### src/rtl/axi_lite_xbar_map_ctrl.sv
// Address-map configuration controller for the AXI4-Lite crossbar. Software fills a shadow set
// that is copied atomically to the active set when no slave port holds an unserved AW/AR beat.
module axi_lite_xbar_map_ctrl #(
    parameter int unsigned NoSlvPorts    = 2,
    parameter int unsigned NoMstPorts    = 4,
    parameter int unsigned NoAddrRules   = 4,
    parameter int unsigned AddrWidth     = 32,
    parameter int unsigned TimeoutCycles = 1024,
    // Same layout as axi_pkg::xbar_rule_32_t.
    parameter type rule_t = struct packed {
        logic [31:0] idx;
        logic [31:0] start_addr;
        logic [31:0] end_addr;
    },
    parameter int unsigned MstIdxWidth   = (NoMstPorts > 1) ? $clog2(NoMstPorts) : 1
) (
    input  logic                                   clk_i,
    input  logic                                   rst_i,
    input  logic                                   cfg_valid_i,
    output logic                                   cfg_ready_o,
    input  logic [1:0]                             cfg_sel_i,
    input  logic [7:0]                             cfg_idx_i,
    input  logic [AddrWidth-1:0]                   cfg_data_i,
    output logic                                   cfg_err_o,
    input  logic                                   commit_i,
    output logic                                   busy_o,
    output logic                                   commit_done_o,
    output logic                                   timeout_o,
    input  logic [NoSlvPorts-1:0]                  aw_valid_i,
    input  logic [NoSlvPorts-1:0]                  aw_ready_i,
    input  logic [NoSlvPorts-1:0]                  ar_valid_i,
    input  logic [NoSlvPorts-1:0]                  ar_ready_i,
    output rule_t [NoAddrRules-1:0]                addr_map_o,
    output logic [NoSlvPorts-1:0]                  en_default_mst_port_o,
    output logic [NoSlvPorts-1:0][MstIdxWidth-1:0] default_mst_port_o
);

    localparam int unsigned CntWidth      = $clog2(TimeoutCycles + 1);
    localparam int unsigned IdxFieldWidth = $bits(rule_t) - 2 * AddrWidth;
    localparam logic [CntWidth-1:0] CntMax = CntWidth'(TimeoutCycles);

    localparam logic [1:0] SelStart   = 2'd0;
    localparam logic [1:0] SelEnd     = 2'd1;
    localparam logic [1:0] SelIdx     = 2'd2;
    localparam logic [1:0] SelDefault = 2'd3;

    typedef enum logic [0:0] {StIdle, StWait} state_e;

    state_e state_q, state_d;

    rule_t [NoAddrRules-1:0]                shadow_map_q, shadow_map_d, active_map_q;
    logic [NoSlvPorts-1:0]                  shadow_en_q, shadow_en_d, active_en_q;
    logic [NoSlvPorts-1:0][MstIdxWidth-1:0] shadow_port_q, shadow_port_d, active_port_q;

    logic [CntWidth-1:0] cnt_q, cnt_d;
    logic                timeout_q, timeout_d;
    logic                done_q, done_d;
    logic                err_q, err_d;

    logic quiet;
    logic cfg_fire;
    logic idx_in_range;
    logic commit_now;

    // A port is quiet when every pending address beat is handshaking this cycle.
    always_comb begin
        quiet = &((~aw_valid_i | aw_ready_i) & (~ar_valid_i | ar_ready_i));
    end

    always_comb begin
        cfg_ready_o = (state_q == StIdle);
        busy_o      = (state_q == StWait);
    end

    always_comb begin
        cfg_fire     = cfg_valid_i && cfg_ready_o;
        idx_in_range = (cfg_sel_i == SelDefault) ? (32'(cfg_idx_i) < NoSlvPorts)
                                                 : (32'(cfg_idx_i) < NoAddrRules);
        commit_now   = (state_q == StWait) && quiet;
    end

    // State register.
    always_ff @(posedge clk_i or posedge rst_i) begin
        if (rst_i) begin
            state_q <= StIdle;
        end else begin
            state_q <= state_d;
        end
    end

    // Next-state logic.
    always_comb begin
        state_d = state_q;
        case (state_q)
            StIdle:  if (commit_i) state_d = StWait;
            StWait:  if (quiet) state_d = StIdle;
            default: state_d = StIdle;
        endcase
    end

    // Shadow-set writes.
    always_comb begin
        shadow_map_d  = shadow_map_q;
        shadow_en_d   = shadow_en_q;
        shadow_port_d = shadow_port_q;
        if (cfg_fire && idx_in_range) begin
            for (int unsigned i = 0; i < NoAddrRules; i++) begin
                if (cfg_idx_i == 8'(i)) begin
                    case (cfg_sel_i)
                        SelStart: shadow_map_d[i].start_addr = cfg_data_i;
                        SelEnd:   shadow_map_d[i].end_addr   = cfg_data_i;
                        SelIdx:   shadow_map_d[i].idx =
                                      IdxFieldWidth'(cfg_data_i[MstIdxWidth-1:0]);
                        default: ;
                    endcase
                end
            end
            for (int unsigned p = 0; p < NoSlvPorts; p++) begin
                if ((cfg_sel_i == SelDefault) && (cfg_idx_i == 8'(p))) begin
                    shadow_en_d[p]   = cfg_data_i[0];
                    shadow_port_d[p] = cfg_data_i[MstIdxWidth:1];
                end
            end
        end
    end

    // Wait counter, sticky timeout and status pulses.
    always_comb begin
        cnt_d     = cnt_q;
        timeout_d = timeout_q;
        done_d    = commit_now;
        err_d     = cfg_fire && !idx_in_range;
        if (commit_now) begin
            cnt_d     = '0;
            timeout_d = 1'b0;
        end else if (state_q == StWait) begin
            if (cnt_q != CntMax) cnt_d = cnt_q + CntWidth'(1);
            if (cnt_d == CntMax) timeout_d = 1'b1;
        end
    end

    always_ff @(posedge clk_i or posedge rst_i) begin
        if (rst_i) begin
            shadow_map_q  <= '0;
            shadow_en_q   <= '0;
            shadow_port_q <= '0;
            active_map_q  <= '0;
            active_en_q   <= '0;
            active_port_q <= '0;
            cnt_q         <= '0;
            timeout_q     <= 1'b0;
            done_q        <= 1'b0;
            err_q         <= 1'b0;
        end else begin
            shadow_map_q  <= shadow_map_d;
            shadow_en_q   <= shadow_en_d;
            shadow_port_q <= shadow_port_d;
            cnt_q         <= cnt_d;
            timeout_q     <= timeout_d;
            done_q        <= done_d;
            err_q         <= err_d;
            // No writes are accepted in WAIT, so the shadow is stable while a commit pends.
            if (commit_now) begin
                active_map_q  <= shadow_map_q;
                active_en_q   <= shadow_en_q;
                active_port_q <= shadow_port_q;
            end
        end
    end

    assign addr_map_o            = active_map_q;
    assign en_default_mst_port_o = active_en_q;
    assign default_mst_port_o    = active_port_q;
    assign commit_done_o         = done_q;
    assign cfg_err_o             = err_q;
    assign timeout_o             = timeout_q;

endmodule
### config.mk
export PLATFORM = sky130hd
export DESIGN_NAME = axi_lite_xbar_map_ctrl
export DESIGN_NICKNAME = d
export VERILOG_FILES = /design/src/rtl/axi_lite_xbar_map_ctrl.sv
export SDC_FILE = /design/constraint.sdc
export NUM_CORES = 1
export LEC_CHECK = 0
export BUFFER_PORTS_ARGS = -buffer_cell sky130_fd_sc_hd__buf_2
export CAP_MARGIN = 25
export CORE_MARGIN = 3
export CORE_UTILIZATION = 55
export DETAILED_ROUTE_END_ITERATION = 12
export GPL_ROUTABILITY_DRIVEN = 0
export PLACE_DENSITY = 0.8
export SLEW_MARGIN = 25
export SYNTH_ARGS = -nofsm -noshare
export SYNTH_HDL_FRONTEND = slang
export SYNTH_SLANG_ARGS = --single-unit
### constraint.sdc
create_clock -name clk_i -period 24.7 [get_ports clk_i]
set_clock_uncertainty 0.05 [all_clocks]
set_input_delay 4.94 -clock clk_i [delete_from_list [all_inputs] [get_ports clk_i]]
set_output_delay 4.94 -clock clk_i [all_outputs]
set_load 0.01 [all_outputs]
==> flow_metrics.tcl <==
set metrics [dict create \
    crit_path_end_kind "flop" \
    drive_gt1_frac 0.5496 \
    min_from "shadow_map_q[158]" \
    design.core.area_um2 39280 \
    reg2reg_depth 4 \
    dp_slack_ps 15850 \
    antenna_found_initial 0 \
    nets 1780 \
    drv_slew 0 \
    cts_setup_buffers 0 \
    async_reset_ff_frac 1.000 \
    cp_max_fo 85 \
    p_per_area_nw_per_um2 72.81 \
    drt-pass1-iter-count 4 \
    io_pins 449 \
    antennaDiodeCount 0 \
    numCtsBuffers 54 \
    die_area_um2 42820 \
    rsz0062_at_grt "false" \
    grt_overflow_total 0 \
    placementRows 72 \
    postLayoutCoreUtil 0.6521 \
    ant_nets 0 \
    fillers 2799 \
    initial_core_util 0.5653 \
    grt_pass1_vias 12455 \
    grt_pass1_wl_mm 72.48 \
    insertion_delay_ps 580 \
    netlist_area_um2 22200 \
    maxSlewHeadroom 0.3208 \
    clkSlewWorstSetupHoldPaths_ps 60 \
    yosysTopAreaCell "dfrtp_1" \
    grt_max_degree 136 \
    synth_edf_count 0 \
    drc 0 \
    cts_tree "yes" \
    finalCritPeriodShare 0.3335 \
    dpl.hpwl_mm 31.44 \
    worst_slack_ps 16460 \
    hold_class "reg -> reg" \
    cp.arrival_ps 8650 \
    via_count 12087 \
    gr-usage-all-layers 0.2206 \
    synth_cells 1392 \
    finalSetupViolations 0 \
    fin_cells 2281 \
    total_power_mw 1.865 \
    hold_violations 0 \
    crit_required_ps 25120 \
    ys_ff_latch 555 \
    fp.dieW_um 206.9 \
    htree_levels 2 \
    root_buffer "clkbuf_16" \
    place_area_um2 23790 \
    tightestPinTransition_ps 1019 \
    reg2reg_slack_ps 21150 \
    worstHoldPathCells 1 \
    leakage_nw 14.53 \
    cts_buffer_depth 3 \
    criticalPathCategory "in -> reg" \
    netlist.area_leader.share 0.6255 \
    fin_area_um2 25610 \
    drtIter0Drc 508 \
    status "finished, final reports clean" \
    setup_tns_ps 0 \
    wirelength_mm 48.16 \
    cts_resized 0 \
    ys_top_cells_by_area "dfrtp_1 63%, mux2_2 23%, buf_4 4.4%" \
    min_period_ps 8237 \
    yosysWarnings 0 \
    synthToLayoutAreaGrowth_pct 15.35 \
    placedCellCount 2186 \
    timing.rr.start "busy_o" \
    yosys_most_used_dff "dfrtp_1" \
    hold_ws_ps 431.5 \
    reg2reg_to "addr_map_o[137]" \
    seq_area_frac_synth 0.6255 \
    maxCapViolCount 0 \
    vias_per_cell 5.299 \
    hold_path_end "addr_map_o[158]" \
    postCtsHoldBufs 0 \
    synth.distinct_cells 46 \
    avgSynthCellArea_um2 15.95 \
    cp-start-kind "primary input" \
    die_h_um 206.9 \
    max_freq_ghz 0.1214 \
    clock-sinks 555 \
    port_buffers 328 \
    wl_per_cell_um 21.11 \
    ir_drop_uv 55.93 \
]
-- worst max path at each step --
stage / depth (start not counted) / end / start
after floorplan: 1 / addr_map_o[0] / rst_i
after global placement: 7 / addr_map_o[134] / aw_valid_i[1]
after detailed placement: 7 / addr_map_o[137] / aw_valid_i[1]
after CTS: 7 / addr_map_o[137] / aw_valid_i[1]
after global routing: 7 / addr_map_o[137] / aw_valid_i[1]
final: 7 / addr_map_o[137] / aw_valid_i[1]
-- routing by layer --
layer / routed length, um / up-vias / track usage
met4: 701 / 0 / 0.04840
met2: 23860 / 351 / 0.3673
met5: 0 / - / 0
met3: 3609 / 51 / 0.06696
met1: 19980 / 6384 / 0.2896
li1: - / 5301 / -
-- state kept, by name, summed over array words and instances (netlist names) --
register and flops:
en_default_mst_port_o 2, shadow_port_q 4, timeout_o 1, commit_done_o 1, shadow_en_q 2, busy_o 1
cfg_err_o 1, default_mst_port_o 4, addr_map_o 264, shadow_map_q 264, cnt_q 11
-- cells by family (layout without fill, tap and decap cells) --
logic type,Yosys count,after routing,share of synthesized area
buffers and inverters,192,444,0.05984
other,1,120,0.0001689
AO/OA/AOI/OAI,33,33,0.01082
multiplexers,541,541,0.2845
flip-flops,555,555,0.6255
adder cells (fa/ha/maj),2,2,0.001127
XOR/XNOR,1,1,0.0003945
AND/OR/NAND/NOR,67,67,0.01769
-- critical path, stage by stage --
cell and delay [ps]:
buf_2 90, nor2b_1 140, a2111oi_4 750, nand2_8 520
inv_4 740, buf_4 900, mux2_2 430
-- synth_stat cells, types with 4 or more instances --
master      n
buf_2      27
o21ai_0    10
buf_6      12
nand3_1     8
dfrtp_1   555
a21oi_1     4
mux2_2    463
mux2_1     17
nand2_2     7
nor2b_1     5
mux2_4     60
nor2_1     12
buf_4     129
buf_1       7
inv_1       9
nand2_1    14
clkbuf_1    6
nor3_1      4
-- layout make-up --
| class | count | area, um2 | area share |
|---|---|---|---|
| Multi-Input combinational cell | 764 | 7472 | 0.2917 |
| Inverter | 11 | 51.30 | 0.002003 |
| Tap cell | 518 | 648.1 | 0.02531 |
| Timing Repair Buffer | 338 | 1744 | 0.06810 |
| Clock buffer | 83 | 1682 | 0.06566 |
| Clock inverter | 12 | 126.4 | 0.004934 |
| Sequential cell | 555 | 13890 | 0.5423 |
-- cell usage in the layout (no fill, tap or decap), types with 4 or more instances in the layout --
master       n
a21oi_1      4
buf_2      328
buf_4        7
clkbuf_1     8
clkbuf_16   55
clkbuf_8    20
clkinv_2     5
conb_1     120
dfrtp_1    555
inv_1        8
mux2_1      17
mux2_2     463
mux2_4      60
nand2_1     12
nand2_2      4
nand2_4      6
nand3_1      8
nor2_1      12
nor2b_1      5
nor3_1       4
o21ai_0     10
-- power breakdown --
group / internal [mW] / switching, mW
registers: 0.920 / 0.0122
clock network: 0.487 / 0.336
logic: 0.0361 / 0.0733
Power figures use the tool's default switching activity.
